$ cat config.mk
export PLATFORM = sky130hd
export DESIGN_NAME = elev_call_scheduler
export DESIGN_NICKNAME = d
export VERILOG_FILES = /design/src/rtl/elev_pkg.sv /design/src/rtl/elev_door_timer.sv /design/src/rtl/elev_call_scheduler.sv
export SDC_FILE = /design/constraint.sdc
export NUM_CORES = 1
export LEC_CHECK = 0
export ABC_CLOCK_PERIOD_IN_PS = 2650
export CORE_MARGIN = 8
export CORE_UTILIZATION = 55
export CTS_CLUSTER_SIZE = 20
export DETAILED_ROUTE_END_ITERATION = 10
export GPL_TIMING_DRIVEN = 0
export HOLD_SLACK_MARGIN = 0.08
export PLACE_DENSITY = 0.8
export SYNTH_ARGS = -nofsm -noshare
export SYNTH_HDL_FRONTEND = slang
export SYNTH_HIERARCHICAL = 1
export SYNTH_SLANG_ARGS = --single-unit
$ cat constraint.sdc
create_clock -name clk -period 2.65 [get_ports clk]
set_input_delay 0.3975 -clock clk [delete_from_list [all_inputs] [get_ports clk]]
set_output_delay 0.3975 -clock clk [all_outputs]
set_load 0.01 [all_outputs]
$ cat src/rtl/elev_pkg.sv
// Shared types and stop-decision helpers for the 4-floor elevator scheduler.
package elev_pkg;

  localparam int NUM_FLOORS = 4;

  typedef logic [1:0] floor_t;

  typedef enum logic [1:0] {
    IDLE,
    MOVE_UP,
    MOVE_DOWN,
    DOOR
  } state_t;

  function automatic logic [3:0] above_mask(floor_t f);
    logic [3:0] m;
    m = 4'b1110;
    return m << f;
  endfunction

  function automatic logic [3:0] below_mask(floor_t f);
    logic [3:0] one;
    one = 4'b0001;
    return ~above_mask(f) & ~(one << f);
  endfunction

  // Collective stop rule for a car arriving at f while travelling.
  function automatic logic stop_at(
    floor_t     f,
    logic       going_up,
    logic [3:0] cab,
    logic [3:0] up,
    logic [3:0] dn
  );
    logic [3:0] req;
    req = cab | up | dn;
    if (going_up)
      return cab[f] | up[f] | (f == 2'd3) |
             (dn[f] & ~|(req & above_mask(f)));
    else
      return cab[f] | dn[f] | (f == 2'd0) |
             (up[f] & ~|(req & below_mask(f)));
  endfunction

endpackage

$ cat src/rtl/elev_door_timer.sv
// Door dwell counter: loads DOOR_CYCLES-1, counts down while ticking.
module elev_door_timer #(
  parameter int DOOR_CYCLES = 8,
  parameter int CNT_W       = 4
) (
  input  logic clk,
  input  logic reset,
  input  logic load_i,
  input  logic tick_i,
  output logic done_o
);

  logic [CNT_W-1:0] cnt_q, cnt_d;

  always_comb begin
    cnt_d = cnt_q;
    if (load_i)
      cnt_d = CNT_W'(DOOR_CYCLES - 1);
    else if (tick_i && cnt_q != '0)
      cnt_d = cnt_q - CNT_W'(1);
  end

  always_ff @(posedge clk or posedge reset) begin
    if (reset) cnt_q <= '0;
    else       cnt_q <= cnt_d;
  end

  assign done_o = (cnt_q == '0);

endmodule

$ cat src/rtl/elev_call_scheduler.sv
// Collective (SCAN) call scheduler: latches calls, tracks the car,
// chooses direction, stops at served floors and times the door.
module elev_call_scheduler
  import elev_pkg::*;
#(
  parameter int DOOR_CYCLES = 8,
  parameter int CNT_W       = 4
) (
  input  logic       clk,
  input  logic       reset,
  input  logic [3:0] sensor,
  input  logic [3:0] hall_up,
  input  logic [3:0] hall_dn,
  input  logic [3:0] cab,
  output logic       motor_up,
  output logic       motor_down,
  output logic       door_open,
  output logic [1:0] cur_floor,
  output logic       dir_up,
  output logic [3:0] pending
);

  state_t     state_q, state_d;
  floor_t     cur_q, cur_d, f_s;
  logic       dir_q, dir_d;
  logic [3:0] cab_q, up_q, dn_q;
  logic [3:0] cab_d, up_d, dn_d;
  logic [3:0] req_q, hu, hd, fbit, cbit;
  logic [3:0] clr_cab, clr_up, clr_dn;
  logic [3:0] msk_cab, msk_up, msk_dn;
  logic       onehot, arrival, above, below, here;
  logic       rearm, load, done;

  always_comb begin
    f_s = '0;
    for (int i = 0; i < NUM_FLOORS; i++)
      if (sensor[i]) f_s = floor_t'(i);
  end

  assign onehot  = $onehot(sensor);
  assign arrival = onehot && (f_s != cur_q);
  assign cur_d   = onehot ? f_s : cur_q;

  assign hu    = hall_up & 4'b0111;
  assign hd    = hall_dn & 4'b1110;
  assign req_q = cab_q | up_q | dn_q;
  assign fbit  = 4'(1) << f_s;
  assign cbit  = 4'(1) << cur_q;
  assign above = |(req_q & above_mask(cur_q));
  assign below = |(req_q & below_mask(cur_q));
  assign here  = |(req_q & cbit);

  // A press for the floor being served holds the door instead of latching.
  assign rearm = |(cab & cbit) |
                 (dir_q ? |(hu & cbit) : |(hd & cbit));

  always_comb begin
    state_d = state_q;
    dir_d   = dir_q;
    load    = 1'b0;
    clr_cab = '0;
    clr_up  = '0;
    clr_dn  = '0;
    msk_cab = '0;
    msk_up  = '0;
    msk_dn  = '0;
    unique case (state_q)
      IDLE: begin
        if (here) begin
          state_d = DOOR;
          load    = 1'b1;
          clr_cab = cbit;
          clr_up  = cbit;
          clr_dn  = cbit;
        end else if ((dir_q & above) | (!below & above)) begin
          state_d = MOVE_UP;
          dir_d   = 1'b1;
        end else if (below) begin
          state_d = MOVE_DOWN;
          dir_d   = 1'b0;
        end
      end
      MOVE_UP: begin
        if (arrival && stop_at(f_s, 1'b1, cab_q, up_q, dn_q)) begin
          state_d = DOOR;
          load    = 1'b1;
          clr_cab = fbit;
          clr_up  = fbit;
          if (~|(req_q & above_mask(f_s))) begin
            clr_dn = fbit;
            dir_d  = 1'b0;
          end
        end
      end
      MOVE_DOWN: begin
        if (arrival && stop_at(f_s, 1'b0, cab_q, up_q, dn_q)) begin
          state_d = DOOR;
          load    = 1'b1;
          clr_cab = fbit;
          clr_dn  = fbit;
          if (~|(req_q & below_mask(f_s))) begin
            clr_up = fbit;
            dir_d  = 1'b1;
          end
        end
      end
      DOOR: begin
        msk_cab = cbit;
        if (dir_q) msk_up = cbit;
        else       msk_dn = cbit;
        if (rearm)     load    = 1'b1;
        else if (done) state_d = IDLE;
      end
      default: state_d = IDLE;
    endcase
  end

  assign cab_d = (cab_q | (cab & ~msk_cab)) & ~clr_cab;
  assign up_d  = (up_q  | (hu  & ~msk_up )) & ~clr_up;
  assign dn_d  = (dn_q  | (hd  & ~msk_dn )) & ~clr_dn;

  always_ff @(posedge clk or posedge reset) begin
    if (reset) begin
      state_q <= IDLE;
      cur_q   <= '0;
      dir_q   <= 1'b1;
      cab_q   <= '0;
      up_q    <= '0;
      dn_q    <= '0;
    end else begin
      state_q <= state_d;
      cur_q   <= cur_d;
      dir_q   <= dir_d;
      cab_q   <= cab_d;
      up_q    <= up_d;
      dn_q    <= dn_d;
    end
  end

  elev_door_timer #(
    .DOOR_CYCLES(DOOR_CYCLES),
    .CNT_W      (CNT_W)
  ) u_timer (
    .clk   (clk),
    .reset (reset),
    .load_i(load),
    .tick_i(state_q == DOOR),
    .done_o(done)
  );

  assign motor_up   = (state_q == MOVE_UP);
  assign motor_down = (state_q == MOVE_DOWN);
  assign door_open  = (state_q == DOOR);
  assign cur_floor  = cur_q;
  assign dir_up     = dir_q;
  assign pending    = req_q;

endmodule
==> flow_metrics.tcl <==
set metrics [dict create \
    dieHeight_um 76.0 \
    pin_count 28 \
    die_area_mm2 0.00578 \
    portBuffers 24 \
    rr_worst_depth 7 \
    syn_avg_cell_area_um2 8.26 \
    tns_ps -466 \
    synth_edf_count 0 \
    synth_xor_area_frac 0.00442 \
    status "complete, but fails checks" \
    start_kind "input pin" \
    slowest_delay_ps 550 \
    cp_common_cell "ha_4" \
    synthArstFlopShare 1.00 \
    nNetsFinal 316 \
    synth_compound_area_frac 0.291 \
    ys_seq_area_frac 0.266 \
    clock_sinks 21 \
    ir_drop_uv 521 \
    total_power_mw 2.18 \
    worstPathArrival_ps 3050 \
    place.gp.congestion 0.934 \
    synth_warnings 6 \
    core_area_mm2 0.00355 \
    fin_crit_sh 1.06 \
    reg2reg_from "cur_floor[1]" \
    cts_hold_buf 0 \
    hold_class "in -> async" \
    fillers 263 \
    vias_per_cell 6.70 \
    diodes 0 \
    worstSetupEndpointType "register" \
    grt_max_degree 18 \
    routed_wl_um 6660 \
    drive_gt1_frac 0.244 \
    syn_inst 240 \
    synth.area.mux_share 0.0549 \
    fp-row-count 22 \
    synth_ff_type "dfrtp_1" \
    p_int_mw 1.11 \
    synthAdderAreaFrac 0.0669 \
    yosys.area_share.simple 0.251 \
    fin_cells 335 \
    maxCapViolCount 0 \
    hold_viol_final 0 \
    r2r-end "state_q[1]" \
    numCtsBuffers 3 \
    antenna_found_initial 0 \
    start_util 0.558 \
    grt_pass1_wl_um 10700 \
    gr-usage-all-layers 0.216 \
    finClkSkew_ps 1.25 \
    finalSetupViolations 6 \
    cts.clk_slew.worst_paths_ps 130 \
    slew_viol_final 0 \
    grt-ovfl-total 0 \
    powerDensity_mw_per_mm2 837 \
    place_inst 312 \
    clock_latency_ps 320 \
    fin_util 0.732 \
    leakage_nw 1.03 \
    slowest_stage "fa_1" \
    cts_tree "built" \
    synth_top_family_by_area "compound AO/OA/AOI/OAI gates" \
    clockBufferDepth 2 \
    root_buffer "clkbuf_4" \
    grt_pass1_vias 2248 \
    area_growth_syn_to_layout_pct 31.0 \
    worst_slack_ps -170 \
    required_ps 2880 \
    cp_max_fo 4 \
    synth_cell_types 67 \
    sw_frac_of_total 0.489 \
    max_slew_margin 0.532 \
    dpl.hpwl_um 4410 \
    syn_nets 268 \
    period_needed_ps 2820 \
    power.switching_mw 1.06 \
    drc 0 \
    comb_power_share 0.662 \
    critical_path_class "in -> reg" \
    vias 2244 \
    max_freq_mhz 355 \
    die_w_um 76.0 \
    drt-initial-drc-count 312 \
    r2r_slack_ps 90 \
    violations "setup timing" \
    dr.pass1.iters 5 \
    htreeDepth 1 \
    tightest_slew_ps 701 \
    synth_area_mm2 0.00198 \
    drt.antenna.violating_nets 0 \
    rsz0062_at_grt "true" \
    p_clk_frac 0.079 \
    wl_per_cell_um 19.9 \
    path_cells "buf_12 -> inv_6 -> fa_1 -> inv_2 -> ha_4 -> ha_4 -> nor3b_4 -> o31a_1 -> nand3_2 -> nor3_1 -> a21oi_1 -> o21a_1" \
    p_seq_frac 0.259 \
    synth-seq-cells 21 \
]
[through the flow]
| step | setup WS, ps | instance area (µm²) | hold slack (ps) |
|---|---|---|---|
| floorplan | -376 | 2030 | 164 |
| global placement | -1330 | 2330 | 529 |
| detailed placement | -1400 | 2330 | 537 |
| CTS | 16.3 | 2480 | 277 |
| global route | -193 | 2600 | 313 |
| finish | -170 | 2600 | 263 |
[worst max-delay path by stage]
stage	startpoint	slack, ps	cells after the start	end
2_1_floorplan	sensor[1]	-380	14	u_timer/cnt_q[3]
3_3_place_gp	sensor[3]	-1330	14	u_timer/cnt_q[3]
3_5_place_dp	sensor[3]	-1400	14	u_timer/cnt_q[3]
4_1_cts	sensor[1]	20	14	u_timer/cnt_q[3]
5_1_grt	sensor[1]	-190	15	u_timer/cnt_q[1]
6_report	sensor[1]	-170	12	dn_q[0]
[layer usage]
metal  track usage  wire, µm  vias up
li1              -         -      993
met1         0.273      2540     1044
met2         0.333      3070      164
met3        0.0413       672       43
met4         0.127       373        0
met5             0         0        -
[worst max-delay path, delay by kind of cell]
kind | cells | cell delay, ps
buffers and inverters | 3 | 160
adder cells (fa/ha/maj) | 3 | 930
AND/OR/NAND/NOR | 3 | 870
AO/OA/AOI/OAI | 3 | 680
[cell families (layout without fill, tap and decap cells)]
| kind of cell | count (synthesis) | count (layout) |
|---|---|---|
| compound gates | 77 | 77 |
| xor+xnor | 1 | 1 |
| fa+ha+maj | 10 | 10 |
| buf+inv | 32 | 79 |
| flops | 21 | 21 |
| mux | 10 | 10 |
| simple gates | 89 | 89 |
[cell usage after synthesis (all sizes together), types with 4 or more instances]
cell	number	area, µm²
a21oi	22	121
nor2	22	85.1
dfrtp	20	500
inv	20	77.6
nand2	18	67.6
nand3	11	55.1
ha	9	113
nor3	9	83.8
buf	7	33.8
a221oi	6	76.3
a31oi	6	37.5
mux2i	6	60.1
nor2b	6	37.5
clkbuf	5	18.8
nand4	5	31.3
o21a	5	37.5
o21ai	5	25.0
a211oi	4	35.0
mux2	4	48.8
nor3b	4	30.0
[placed cells by master (no fill, tap or decap), types with 4 or more instances in the layout]
master	count
a21oi_1	19
a221oi_1	4
a31oi_1	6
buf_2	4
buf_4	17
clkbuf_1	4
clkdlybuf4s50_1	22
dfrtp_1	20
ha_1	7
inv_1	13
inv_2	4
mux2i_1	6
nand2_1	18
nand3_1	8
nand4_1	5
nor2_1	19
nor2b_1	5
nor3_1	5
o21a_1	5
[final cells by class]
| class | instances | area, µm² | share of cell area |
|---|---|---|---|
| buffer | 12 | 66.3 | 0.0255 |
| clock buffer | 3 | 22.5 | 0.00867 |
| clock inverter | 1 | 5.00 | 0.00193 |
| inverter | 20 | 87.6 | 0.0337 |
| multi-input combinational | 187 | 1440 | 0.552 |
| sequential | 21 | 527 | 0.203 |
| tap | 48 | 60.1 | 0.0231 |
| timing repair buffer | 43 | 395 | 0.152 |
[timing repair]
| item | CTS | global route |
|---|---|---|
| pin swaps | 9 | 9 |
| hold endpoints to repair | 0 | 0 |
| resized for setup | 19 | 17 |
| cloned | 0 | 0 |
| buffers inserted | 12 | 7 |
| endpoints found under the setup margin | 19 | 8 |
[state kept, by name, indices dropped and copies added, names as in the netlist]
signal,cells
cab_q,4
dir_up,1
state_q,2
up_q,4
dn_q,4
cur_floor,2
u_timer/cnt_q,4
[power groups by stage]
stage / combinational (mW) / sequential, mW / clock, mW
finish: 1.44 / 0.563 / 0.172
global route: 1.55 / 0.569 / 0.184
CTS: 1.31 / 0.553 / 0.166
detailed placement: 1.18 / 0.557 / 0
global placement: 1.16 / 0.554 / 0
floorplan: 0.852 / 0.526 / 0
(Power assumes the default switching activity.)
